--- config.mk ---
export PLATFORM = sky130hd
export DESIGN_NAME = mdu_iterative
export DESIGN_NICKNAME = d
export VERILOG_FILES = /design/src/rtl/mdu_iterative.sv
export SDC_FILE = /design/constraint.sdc
export NUM_CORES = 1
export LEC_CHECK = 0
export BUFFER_PORTS_ARGS = -buffer_cell sky130_fd_sc_hd__buf_4
export CAP_MARGIN = 20
export CORE_UTILIZATION = 58
export DETAILED_ROUTE_END_ITERATION = 10
export GPL_ROUTABILITY_DRIVEN = 0
export HOLD_SLACK_MARGIN = 0.05
export PLACE_DENSITY = 0.86
export SLEW_MARGIN = 20
export SYNTH_ARGS = -nofsm -noshare
export SYNTH_HDL_FRONTEND = slang
export SYNTH_SLANG_ARGS = --single-unit
--- constraint.sdc ---
create_clock -name clk -period 9 [get_ports clk]
set_clock_uncertainty 0.15 [all_clocks]
set_input_delay 0.9 -clock clk [delete_from_list [all_inputs] [get_ports clk]]
set_output_delay 0.9 -clock clk [all_outputs]
set_load 0.05 [all_outputs]
--- src/rtl/mdu_iterative.sv ---
// Iterative multiply/divide unit owning the HI/LO registers.
// Radix-2 shift-add multiply and restoring divide, one bit per cycle, sign fix-up in a final cycle.
module mdu_iterative #(
    parameter int WIDTH = 32
) (
    input  logic             clk,
    input  logic             rst,
    input  logic             start,
    input  logic [2:0]       op,
    input  logic [WIDTH-1:0] A,
    input  logic [WIDTH-1:0] B,
    input  logic             cancel,
    output logic             busy,
    output logic             done,
    output logic [WIDTH-1:0] HI,
    output logic [WIDTH-1:0] LO
);
    localparam int CW = (WIDTH > 1) ? $clog2(WIDTH) : 1;

    typedef enum logic [1:0] {S_IDLE, S_RUN, S_FIX} state_t;

    state_t               state, nxt;
    logic [CW-1:0]        cnt;
    logic [2*WIDTH-1:0]   acc, acc_nxt;
    logic [WIDTH-1:0]     addend;
    logic [WIDTH-1:0]     a_q, b_q;
    logic [1:0]           op_q;

    logic accept, mt_wr, abort, fix_exit;
    logic in_signed, q_signed, q_div, neg;
    logic [WIDTH-1:0] mag_a, mag_b;

    assign accept   = (state == S_IDLE) && start && !cancel && !op[2];
    assign mt_wr    = (state == S_IDLE) && start && !cancel && (op == 3'd4 || op == 3'd5);
    assign abort    = cancel && (state != S_IDLE);
    assign fix_exit = (state == S_FIX) && !cancel;

    // |x| in WIDTH bits: the most negative value maps to itself as unsigned
    assign in_signed = !op[0];
    assign mag_a     = (in_signed && A[WIDTH-1]) ? -A : A;
    assign mag_b     = (in_signed && B[WIDTH-1]) ? -B : B;

    assign q_signed  = !op_q[0];
    assign q_div     = op_q[1];
    assign neg       = q_signed && (a_q[WIDTH-1] ^ b_q[WIDTH-1]);

    always_ff @(posedge clk) begin
        if (rst) state <= S_IDLE;
        else     state <= nxt;
    end

    always_comb begin
        nxt = state;
        case (state)
            S_IDLE: if (accept) nxt = S_RUN;
            S_RUN:  if (cnt == CW'(WIDTH-1)) nxt = S_FIX;
            S_FIX:  nxt = S_IDLE;
            default: nxt = S_IDLE;
        endcase
        if (abort) nxt = S_IDLE;
    end

    always_comb begin
        busy = (state != S_IDLE);
    end

    // One iteration step; acc is {partial, multiplier} for MUL and {remainder, quotient} for DIV
    logic [WIDTH:0] sum, t, diff;
    logic           ge;
    always_comb begin
        sum     = {1'b0, acc[2*WIDTH-1:WIDTH]} + (acc[0] ? {1'b0, addend} : '0);
        t       = {acc[2*WIDTH-1:WIDTH], acc[WIDTH-1]};
        diff    = t - {1'b0, addend};
        ge      = (t >= {1'b0, addend});
        acc_nxt = {sum, acc[WIDTH-1:1]};
        if (q_div)
            acc_nxt = {(ge ? diff[WIDTH-1:0] : t[WIDTH-1:0]), acc[WIDTH-2:0], ge};
    end

    logic [2*WIDTH-1:0] prod;
    logic [WIDTH-1:0]   quo, rem, fix_hi, fix_lo;
    always_comb begin
        prod   = neg ? -acc : acc;
        quo    = acc[WIDTH-1:0];
        rem    = acc[2*WIDTH-1:WIDTH];
        fix_hi = prod[2*WIDTH-1:WIDTH];
        fix_lo = prod[WIDTH-1:0];
        if (q_div) begin
            if (b_q == '0) begin
                fix_hi = a_q;
                fix_lo = '1;
            end else begin
                fix_lo = neg ? -quo : quo;
                fix_hi = (q_signed && a_q[WIDTH-1]) ? -rem : rem;
            end
        end
    end

    always_ff @(posedge clk) begin
        if (rst) begin
            HI     <= '0;
            LO     <= '0;
            done   <= 1'b0;
            cnt    <= '0;
            acc    <= '0;
            addend <= '0;
            a_q    <= '0;
            b_q    <= '0;
            op_q   <= '0;
        end else begin
            done <= fix_exit;
            if (accept) begin
                a_q    <= A;
                b_q    <= B;
                op_q   <= op[1:0];
                cnt    <= '0;
                acc    <= {{WIDTH{1'b0}}, (op[1] ? mag_a : mag_b)};
                addend <= op[1] ? mag_b : mag_a;
            end else if (state == S_RUN && !cancel) begin
                cnt <= cnt + 1'b1;
                acc <= acc_nxt;
            end
            if (fix_exit) begin
                HI <= fix_hi;
                LO <= fix_lo;
            end
            if (mt_wr) begin
                if (op == 3'd4) HI <= A;
                else            LO <= A;
            end
        end
    end

endmodule
==> results.sh <==
export IMPL_power_density_cell_area_nw_per_um2=150
export IMPL_regToRegStartpoint="acc[0]"
export IMPL_synth_flop_cell="dfxtp_1"
export IMPL_cp_max_fo=11
export IMPL_critPathKind="flip-flop to flip-flop"
export IMPL_start_kind="flip-flop"
export IMPL_critical_path_arrival_ns=4.74
export IMPL_track_usage_pct=41.1
export IMPL_gr_total_overflow=0
export IMPL_synth_async_reset_ratio_pct=0
export IMPL_io_pins=137
export IMPL_mappedNetlistNets=2664
export IMPL_ant_nets=0
export IMPL_worstSkewPairLatency_ns=0.56
export IMPL_synthesis_area_per_instance_sq_um=7.14
export IMPL_post_cts_resized_instances=0
export IMPL_pin_count_of_the_biggest_net_entering_global_routing=100
export IMPL_critPathLaunch="acc[0]"
export IMPL_floorplan_die_area_sq_um=31800
export IMPL_slew_headroom_pct=24.2
export IMPL_cellLeakagePower_nw=7.81
export IMPL_drc_errors=0
export IMPL_tightest_slew_ns=1.14
export IMPL_timing_hold_worst_start="addend[6]"
export IMPL_final_nets=2637
export IMPL_maxCapViolCount=0
export IMPL_cts_tree="yes"
export IMPL_finalHoldWorstSlack_ns=0.300
export IMPL_vias_per_cell=7.04
export IMPL_required_ns=9.29
export IMPL_detailed_place_hpwl_um=47400
export IMPL_period_share_pct=49.5
export IMPL_synth_lib_cells_used_distinct=81
export IMPL_fin_tns_setup_ns=0
export IMPL_worstHoldPathCells=2
export IMPL_maxClockFrequency_ghz=0.225
export IMPL_first_global_vias=18796
export IMPL_cpMaxStageDelayCell="a2111oi_0"
export IMPL_end_kind="flip-flop"
export IMPL_period_needed_ns=4.45
export IMPL_number_of_buffers_on_the_longest_clock_path=3
export IMPL_n_antenna_cell=0
export IMPL_flow_area_growth_from_synthesis_pct=9.45
export IMPL_synth_warnings=0
export IMPL_totalWireLength_um=67200
export IMPL_rows=64
export IMPL_postCtsSetupRepairBufs=0
export IMPL_post_cts_clock_slew_at_the_launch_and_capture_registers_of_the_worst_setup_and_hold_paths_ns=0.06
export IMPL_worst_hold_path_type="flip-flop to flip-flop"
export IMPL_detailedRoute_firstPassIterationCount=7
export IMPL_yosys_area_top_type_share_pct=26.0
export IMPL_critical_path_n_buffers_inverters=1
export IMPL_synth_area_leaders="dfxtp_1 (26%), a21oi_1 (9.1%), nand2_1 (6.8%)"
export IMPL_grt_first_pass_wirelength_um=102000
export IMPL_path_cells="inv_1 -> nor2_1 -> fa_1 -> a21oi_1 -> o21ai_0 -> a2111oi_0 -> or4_1 -> a211o_1 -> a21oi_1 -> o21ai_0 -> a311oi_1 -> o22a_1"
export IMPL_reg2reg_depth=12
export IMPL_post_synth_top_area_cell="dfxtp_1"
export IMPL_synth_area_sq_um=18000
export IMPL_cts_buffers_inserted=26
export IMPL_core_area_sq_um=30600
export IMPL_tritoncts_num_sinks=234
export IMPL_post_synth_inst_count=2521
export IMPL_die_h_um=178
export IMPL_post_synthesis_sequential_element_count=234
export IMPL_hold_violations=0
export IMPL_root_buffer="clkbuf_16"
export IMPL_post_layout_total_power_w=0.00296
export IMPL_initial_utilization_pct=58.9
export IMPL_crit_path_max_incr_delay_ns=0.77
export IMPL_route_vias_total=20453
export IMPL_ctsHoldBuffers=0
export IMPL_final_setup_violation_count=0
export IMPL_status="complete, no violations"
export IMPL_unrepaired_setup_endpoints_after_global_routing="false"
export IMPL_die_w_um=178
export IMPL_wl_per_cell_um=23.1
export IMPL_critical_path_top_delay_family="compound AO/OA/AOI/OAI gates"
export IMPL_synth_edf_count=0
export IMPL_final_layout_size_suffix_gt1_share_pct=9.48
export IMPL_antenna_violations_before_repair=2
export IMPL_critical_path_depth=12
export IMPL_detailedRoute_firstIterationViolations=3626
export IMPL_cts_htree_levels=1
export IMPL_most_common_layout_cells="nand2_1 (328), a21oi_1 (328), nor2_1 (241)"
export IMPL_synth_seq_area_share_pct=26.0
export IMPL_slew_viol_final=0
export IMPL_input_output_buffers=136
export IMPL_peakVddDrop_uv=152
-- through the flow --
step | cells | worst slack [ns] | utilization (%) | instance area [sq um]
after global routing | 2907 | 4.36 | 64.4 | 19700
after floorplan | 2521 | 5.45 | - | 18000
final | 2907 | 4.55 | 64.4 | 19700
after detailed placement | 2862 | 4.75 | 61.8 | 18900
after CTS | 2907 | 4.73 | 64.4 | 19700
after global placement | 2862 | 4.87 | 61.8 | 18900
-- report_power, final --
part	total, W	leakage, nW	internal, W	switching, W
Combinational	0.000793	5.52	0.000256	0.000537
Clock	0.00106	0.385	0.000593	0.000464
Sequential	0.00111	1.90	0.00107	0.0000440
-- synth_stat cells, types with 34 or more instances --
library cell and n:
mux2i_1 41, o221ai_1 36, inv_1 78, nand2_1 328
clkbuf_1 186, o21ai_0 158, nand3_1 47, dfxtp_1 234
a211oi_1 35, nor2_1 241, xor2_1 77, nor3_1 48
a21oi_1 328, o211ai_1 61, a31oi_1 34, ha_1 70
xnor2_1 115
-- cell type report --
class | instances | area (sq um)
timing repair buffer | 158 | 1190
tap | 396 | 495
inverter | 79 | 297
multi-input combinational | 1995 | 12200
sequential | 234 | 4690
fill | 2548 | 10900
clock buffer | 35 | 726
clock inverter | 10 | 91.3
-- flip-flops by register name (all words and copies together) (netlist names) --
| signal | flops |
|---|---|
| acc | 64 |
| HI | 32 |
| LO | 32 |
| a_q | 32 |
| addend | 32 |
| b_q | 32 |
| cnt | 5 |
| op_q | 2 |
| state | 2 |
| done | 1 |
-- worst reg2reg max path, cell delays in order, from the launching register on --
cell	delay, ns
dfxtp_1	0.42
inv_1	0.41
nor2_1	0.19
fa_1	0.47
a21oi_1	0.24
o21ai_0	0.21
a2111oi_0	0.77
or4_1	0.25
a211o_1	0.23
a21oi_1	0.11
o21ai_0	0.45
a311oi_1	0.20
o22a_1	0.25
-- routing by layer --
| metal | part of all wire, % | track usage [%] | wire length [um] |
|---|---|---|---|
| met2 | 42 | 61.7 | 28000 |
| met3 | 15 | 12.1 | 9900 |
| met4 | 8.0 | 26.5 | 5350 |
| met5 | 0.094 | 1.28 | 63 |
| met1 | 35 | 51.0 | 23800 |
-- final timing paths --
path | end | slack (ns)
min | addend[6] | 0.30
max | acc[63] | 4.55
max reg2reg | acc[63] | 4.55
min reg2reg | addend[6] | 0.30
-- logic make-up (layout without fill, tap and decap cells) --
logic type,after synthesis,count (layout),share of synthesized area (%)
AOI/OAI and AO/OA,846,846,29.4
and+or+nand+nor,843,843,21.6
buffers and inverters,292,282,6.19
DFF,234,234,26.0
xor gates and xnor gates,192,192,9.34
adders and majority gates,72,72,5.09
muxes,42,42,2.34
Power figures use the tool's default switching activity.
